**config.mk**
```make
export PLATFORM = sky130hd
export DESIGN_NAME = uart_rx_fifo
export DESIGN_NICKNAME = d
export VERILOG_FILES = /design/src/rtl/uart_pkg.sv /design/src/rtl/uart_fifo_mem.sv /design/src/rtl/uart_rx_fifo.sv
export SDC_FILE = /design/constraint.sdc
export NUM_CORES = 1
export LEC_CHECK = 0
export CELL_PAD_IN_SITES_DETAIL_PLACEMENT = 1
export CELL_PAD_IN_SITES_GLOBAL_PLACEMENT = 1
export CORE_AREA = 5 5 114 127
export CTS_CLUSTER_SIZE = 16
export DETAILED_ROUTE_END_ITERATION = 10
export DIE_AREA = 0 0 119 132
export MAX_ROUTING_LAYER = met4
export PLACE_DENSITY = 0.69
export SKIP_LAST_GASP = 1
export SYNTH_ARGS = -nofsm -noshare
export SYNTH_HDL_FRONTEND = slang
export SYNTH_SLANG_ARGS = --single-unit
```
**constraint.sdc**
```tcl
create_clock -name i_clk -period 5.95 [get_ports i_clk]
set_input_delay 0.595 -clock i_clk [delete_from_list [all_inputs] [get_ports i_clk]]
set_output_delay 0.595 -clock i_clk [all_outputs]
set_load 0.03 [all_outputs]
```
**src/rtl/uart_pkg.sv**
```systemverilog
// uart_pkg: shared types and defaults for the UART receive-side FIFO.
// Entry layout and the default depth / flow-control thresholds live here so
// the FIFO control block and its storage agree on a single definition.
package uart_pkg;

    localparam int DEFAULT_DEPTH  = 16;
    localparam int DEFAULT_RTS_HI = 12;
    localparam int DEFAULT_RTS_LO = 4;

    // One received word plus the status captured with it.
    typedef struct packed {
        logic       frame_err;
        logic       parity_err;
        logic [7:0] data;
    } rx_fifo_entry_t;

    // Parity error: data parity disagrees with the received parity bit,
    // reported only when checking is enabled.
    function automatic logic parity_error(input logic check_en, input logic [8:0] word);
        return check_en & ((^word[7:0]) != word[8]);
    endfunction

endpackage

```
**src/rtl/uart_fifo_mem.sv**
```systemverilog
// uart_fifo_mem: DEPTH x WIDTH register array with one synchronous write port
// and one asynchronous (combinational) read port. Holds no control state.
module uart_fifo_mem
    import uart_pkg::*;
#(
    parameter int DEPTH = DEFAULT_DEPTH,
    parameter int WIDTH = $bits(rx_fifo_entry_t)
) (
    input  logic                     clk,
    input  logic                     wr_en,
    input  logic [$clog2(DEPTH)-1:0] wr_addr,
    input  logic [WIDTH-1:0]         wr_data,
    input  logic [$clog2(DEPTH)-1:0] rd_addr,
    output logic [WIDTH-1:0]         rd_data
);

    logic [WIDTH-1:0] mem [DEPTH];

    // Write the addressed entry on each accepted push.
    // NOTE: storage has no reset; validity is tracked by the level counter, and
    //       resetting an array would turn it into a large reset-fanout flop bank.
    // NOTE: sequential state uses non-blocking assignments so every flop samples
    //       pre-edge values regardless of block ordering.
    always_ff @(posedge clk) begin
        if (wr_en) begin
            mem[wr_addr] <= wr_data;
        end
    end

    assign rd_data = mem[rd_addr];

endmodule

```
**src/rtl/uart_rx_fifo.sv**
```systemverilog
// uart_rx_fifo: show-ahead FIFO behind the UART receiver. Captures each
// completed word with frame/parity status, tracks fill level, latches overrun
// on a push into a full FIFO, and drives RTS from level with hysteresis.
// Build option: UART_RX_FIFO_ERR_FLAGS_EN stores the per-entry error flags;
// without it entries are data-only and the flag outputs read 0.
module uart_rx_fifo
    import uart_pkg::*;
#(
    parameter int DEPTH  = DEFAULT_DEPTH,
    parameter int RTS_HI = DEFAULT_RTS_HI,
    parameter int RTS_LO = DEFAULT_RTS_LO
) (
    input  logic                     i_clk,
    input  logic                     i_rst,
    input  logic                     i_rx_done,
    input  logic [8:0]               i_rx_word,
    input  logic                     i_rx_frame_error,
    input  logic                     i_parity_check_enable,
    input  logic                     i_hw_flow_control_enable,
    input  logic                     i_rd_req,
    output logic [7:0]               o_rd_data,
    output logic                     o_rd_frame_error,
    output logic                     o_rd_parity_error,
    output logic                     o_empty,
    output logic                     o_full,
    output logic [$clog2(DEPTH):0]   o_level,
    output logic                     o_overrun,
    input  logic                     i_overrun_clear,
    output logic                     o_rts
);

    localparam int AW = $clog2(DEPTH);
    localparam int LW = AW + 1;
`ifdef UART_RX_FIFO_ERR_FLAGS_EN
    localparam int EW = $bits(rx_fifo_entry_t);
`else
    localparam int EW = 8;
`endif

    logic           done_q;
    logic           armed_q;
    logic [AW-1:0]  wr_ptr;
    logic [AW-1:0]  rd_ptr;
    logic [LW-1:0]  level;
    logic           overrun_q;
    logic           rts_q;

    logic           push;
    logic           pop;
    logic           wr_en;
    logic           drop;
    logic           empty;
    logic           full;

    rx_fifo_entry_t wr_entry;
    rx_fifo_entry_t rd_entry;
    logic [EW-1:0]  wr_bits;
    logic [EW-1:0]  rd_bits;

    assign empty = (level == '0);
    assign full  = (level == LW'(DEPTH));
    // armed_q is low only in the first cycle after reset, so a done level held
    // through reset release is absorbed into done_q without producing a push.
    assign push  = armed_q & i_rx_done & ~done_q;
    assign pop   = i_rd_req & ~empty;
    assign wr_en = push & (~full | pop);
    assign drop  = push & full & ~pop;

    assign wr_entry = '{frame_err:  i_rx_frame_error,
                        parity_err: parity_error(i_parity_check_enable, i_rx_word),
                        data:       i_rx_word[7:0]};

`ifdef UART_RX_FIFO_ERR_FLAGS_EN
    assign wr_bits = wr_entry;
`else
    assign wr_bits = wr_entry.data;
    logic unused_flags;
    assign unused_flags = ^{wr_entry.frame_err, wr_entry.parity_err};
`endif

    uart_fifo_mem #(
        .DEPTH (DEPTH),
        .WIDTH (EW)
    ) u_mem (
        .clk     (i_clk),
        .wr_en   (wr_en),
        .wr_addr (wr_ptr),
        .wr_data (wr_bits),
        .rd_addr (rd_ptr),
        .rd_data (rd_bits)
    );

    // Unpack the head entry; flags read as 0 when they are not stored.
    // NOTE: every always_comb output gets a default first so no path can
    //       leave it unassigned and infer a latch.
    always_comb begin
        rd_entry = '0;
`ifdef UART_RX_FIFO_ERR_FLAGS_EN
        rd_entry = rd_bits;
`else
        rd_entry.data = rd_bits;
`endif
    end

    // Head is forced to 0 when empty so stale storage never shows on the bus.
    assign o_rd_data         = empty ? 8'h00 : rd_entry.data;
    assign o_rd_frame_error  = ~empty & rd_entry.frame_err;
    assign o_rd_parity_error = ~empty & rd_entry.parity_err;
    assign o_empty           = empty;
    assign o_full            = full;
    assign o_level           = level;
    assign o_overrun         = overrun_q;
    assign o_rts             = rts_q & i_hw_flow_control_enable;

    // Edge detector on the receiver's done level.
    always_ff @(posedge i_clk or posedge i_rst) begin
        if (i_rst) begin
            done_q  <= 1'b0;
            armed_q <= 1'b0;
        end else begin
            done_q  <= i_rx_done;
            armed_q <= 1'b1;
        end
    end

    // Pointers and level: push and pop are independent, level nets them out.
    always_ff @(posedge i_clk or posedge i_rst) begin
        if (i_rst) begin
            wr_ptr <= '0;
            rd_ptr <= '0;
            level  <= '0;
        end else begin
            if (wr_en) begin
                wr_ptr <= wr_ptr + 1'b1;
            end
            if (pop) begin
                rd_ptr <= rd_ptr + 1'b1;
            end
            case ({wr_en, pop})
                2'b10:   level <= level + 1'b1;
                2'b01:   level <= level - 1'b1;
                default: level <= level;
            endcase
        end
    end

    // Sticky overrun; a new drop wins over a clear in the same cycle.
    always_ff @(posedge i_clk or posedge i_rst) begin
        if (i_rst) begin
            overrun_q <= 1'b0;
        end else if (drop) begin
            overrun_q <= 1'b1;
        end else if (i_overrun_clear) begin
            overrun_q <= 1'b0;
        end
    end

    // RTS hysteresis flag follows level whether or not flow control is on.
    always_ff @(posedge i_clk or posedge i_rst) begin
        if (i_rst) begin
            rts_q <= 1'b0;
        end else if (level >= LW'(RTS_HI)) begin
            rts_q <= 1'b1;
        end else if (level <= LW'(RTS_LO)) begin
            rts_q <= 1'b0;
        end
    end

endmodule

```
==> impl_metrics.env <==
export IMPL_sw_frac_of_total_pct=33.64
export IMPL_cp_start_kind="flip-flop"
export IMPL_power_leakage_nw=2.322
export IMPL_synth_edf_count=128
export IMPL_grt_pass1_wl_mm=19.20
export IMPL_critPathRequiredTime_ns=5.36
export IMPL_critical_path_top_delay_family="buffers and inverters"
export IMPL_root_buffer="clkbuf_16"
export IMPL_die_area_sq_um=15710
export IMPL_wire_per_inst_um=23.22
export IMPL_synth_most_common_cell="edfxtp_1"
export IMPL_utilization_pct=53.23
export IMPL_p_int_mw=2.215
export IMPL_cp_num_buf_inv=2
export IMPL_yosysUniqueCellTypes=38
export IMPL_grt_max_degree=21
export IMPL_cts_made_buffers=17
export IMPL_wirelength_mm=12.08
export IMPL_design_area_sq_um=6915
export IMPL_worstSkewPairLatency_ns=0.41
export IMPL_clk_pin_slew_worst_paths_ns=0.06
export IMPL_ys_seq_elements=145
export IMPL_num_antenna_cells=0
export IMPL_die_w_um=119
export IMPL_grt_usage_pct=17.03
export IMPL_grt_overflow=0
export IMPL_power_switching_mw=1.123
export IMPL_critPathMaxFanout=19
export IMPL_slew_viol_final=0
export IMPL_vias_per_cell=5.502
export IMPL_ioPinCount=36
export IMPL_synthTopCellsByArea="edfxtp_1, mux4_2, dfrtp_1"
export IMPL_netlist_area_leader_share_pct=64.55
export IMPL_pwr_share_clk_pct=29.2
export IMPL_crit_type="flip-flop to output pin"
export IMPL_sequentialPowerShare_pct=40.5
export IMPL_post_dp_cell_area_sq_um=6365
export IMPL_fmax_ghz=0.2525
export IMPL_vdd_drop_max_v=0.0002694
export IMPL_finalSetupViolations=0
export IMPL_period_share_pct=66.57
export IMPL_dpl_hpwl_mm=7.473
export IMPL_tns_ns=0
export IMPL_postCtsSetupBuffers=0
export IMPL_num_vias=2861
export IMPL_drcViolationCount=0
export IMPL_cts_sinks=145
export IMPL_cts_hold_buf=0
export IMPL_hold_violations=0
export IMPL_drt_initial_drc_count=237
export IMPL_antenna_found_initial=0
export IMPL_rsz0062_at_grt="false"
export IMPL_cp_cell_sequence="buf_4, mux4_2, mux2i_1, o22ai_1, clkdlybuf4s50_1"
export IMPL_cts_resized=0
export IMPL_min_path_type="flip-flop to flip-flop"
export IMPL_multi_input_comb_area_sq_um=1533
export IMPL_htreeDepth=4
export IMPL_synthCells=310
export IMPL_cts_tree="built"
export IMPL_fp_row_count=44
export IMPL_grt_pass1_vias=3149
export IMPL_synth_seq_area_share_pct=71.70
export IMPL_synth_main_ff_cell="edfxtp_1"
export IMPL_power_frac_comb_pct=30.2
export IMPL_status="complete, no violations"
export IMPL_core_sq_um=12990
export IMPL_ys_warnings_count=0
export IMPL_period_needed_ns=3.961
export IMPL_slew_headroom_pct=24.54
export IMPL_drv_cap=0
export IMPL_skew_ns=0.01178
export IMPL_syn_area_per_cell_sq_um=19.21
export IMPL_netlist_area_sq_um=5954
export IMPL_die_height_um=132
export IMPL_clockBufferDepth=2
export IMPL_crit_arrival_ns=3.37
export IMPL_cp_end_kind="output pin"
export IMPL_area_growth_syn_to_layout_pct=16.14
export IMPL_ff_latch_area_sq_um=4270
export IMPL_tightest_slew_ns=1.132
export IMPL_n_fill_cell=1166
export IMPL_drt_first_pass_iters=4
export IMPL_floorplan_initialDensity_pct=45.83
export IMPL_drive_above_1_share_pct=20.61
export IMPL_synth_top_cells_by_count="edfxtp_1, mux4_2, dfrtp_1"
export IMPL_crit_slowest_cell="dfrtp_2"
export IMPL_yosysTopAreaCell="edfxtp_1"
export IMPL_final_nets=371
export IMPL_power_density_nw_per_um2=482.7
export IMPL_ant_nets=0
export IMPL_gp_congestion=0.7316
export IMPL_async_flop_share_pct=11.72
export IMPL_slowest_delay_ns=0.78
export IMPL_io_buffers=30
placed cells by master (no fill, tap or decap), drive strengths merged, types with 7 or more instances in the layout:
cell type and instances:
and2 10, clkbuf 17, clkdlybuf4s50 30, dfrtp 17, edfxtp 128, ha 8
inv 18, mux2i 16, mux4 32, nand2 7, nor2 9, o22ai 10
xnor2 7
worst paths after layout:
kind / end / depth (start not counted) / slack, ns / from
min reg2reg: rts_q$_DFFE_PP0P_ / 2 / 0.50 / rts_q$_DFFE_PP0P_
min in group asynchronous: o_overrun$_DFFE_PP0P_ / 2 / 0.59 / i_rst
max in group asynchronous: rd_ptr[0]$_DFFE_PP0P_ / 2 / 4.89 / i_rst
min: rts_q$_DFFE_PP0P_ / 2 / 0.50 / rts_q$_DFFE_PP0P_
max reg2reg: o_level[4]$_DFFE_PP0P_ / 10 / 3.23 / o_level[2]$_DFFE_PP0P_
max: o_rd_data[1] / 5 / 1.99 / rd_ptr[0]$_DFFE_PP0P_
sequential cells by signal, summed over array words and instances, names as in the netlist:
register	count
armed_q	1
done_q	1
o_level	5
o_overrun	1
rd_ptr	4
rts_q	1
u_mem.mem	128
wr_ptr	4
kinds of logic after synthesis:
family                     after synthesis  synth area share, %
DFF                                    145                71.70
adders and majority gates                8                1.681
and+or+nand+nor                         41                4.182
buffers and inverters                   28                2.626
xor gates and xnor gates                12                1.765
other                                    2               0.1261
muxes                                   50                15.17
AOI/OAI and AO/OA                       24                2.753
cell type report:
| cell class | count | area share, % |
|---|---|---|
| clock buffers | 17 | 6.152 |
| clock inverters | 15 | 1.809 |
| inverters | 12 | 0.6513 |
| multi-input cells | 138 | 22.16 |
| flip-flops and latches | 145 | 61.75 |
| well taps | 161 | 2.913 |
| repair buffers | 32 | 4.559 |
power by group through the flow:
| stage | logic, mW | registers [mW] | clock network [mW] |
|---|---|---|---|
| floorplan | 0.784 | 1.28 | 0 |
| global placement | 0.997 | 1.37 | 0 |
| detailed placement | 1.02 | 1.38 | 0 |
| CTS | 1.03 | 1.36 | 0.992 |
| global route | 1.08 | 1.37 | 1.05 |
| finish | 1.01 | 1.35 | 0.976 |
stage by stage:
step	worst slack, ns	power [mW]	cells	hold slack (ns)
6_report	1.989	3.338	520	0.4962
2_1_floorplan	3.419	2.068	311	0.4542
5_1_grt	1.806	3.501	520	0.5279
4_1_cts	1.892	3.378	520	0.5069
3_3_place_gp	2.445	2.367	488	0.4747
3_5_place_dp	2.437	2.393	488	0.4950
routing by layer:
layer	GRT usage, %	wire [um]	vias to the layer above	share of wire, %
met2	27.58	6337	64	52
met3	3.262	441	7	3.7
li1	-	-	1291	-
met1	21.74	5168	1499	43
met4	5.602	127	0	1.1
met5	-	0	-	0
worst min-delay path: cells and delay by family, from the launching register on:
kind	cells	cell delay [ns]
simple gates	1	0.05
flops	1	0.33
compound gates	1	0.08
No activity file was read; power rests on OpenSTA's default activity.
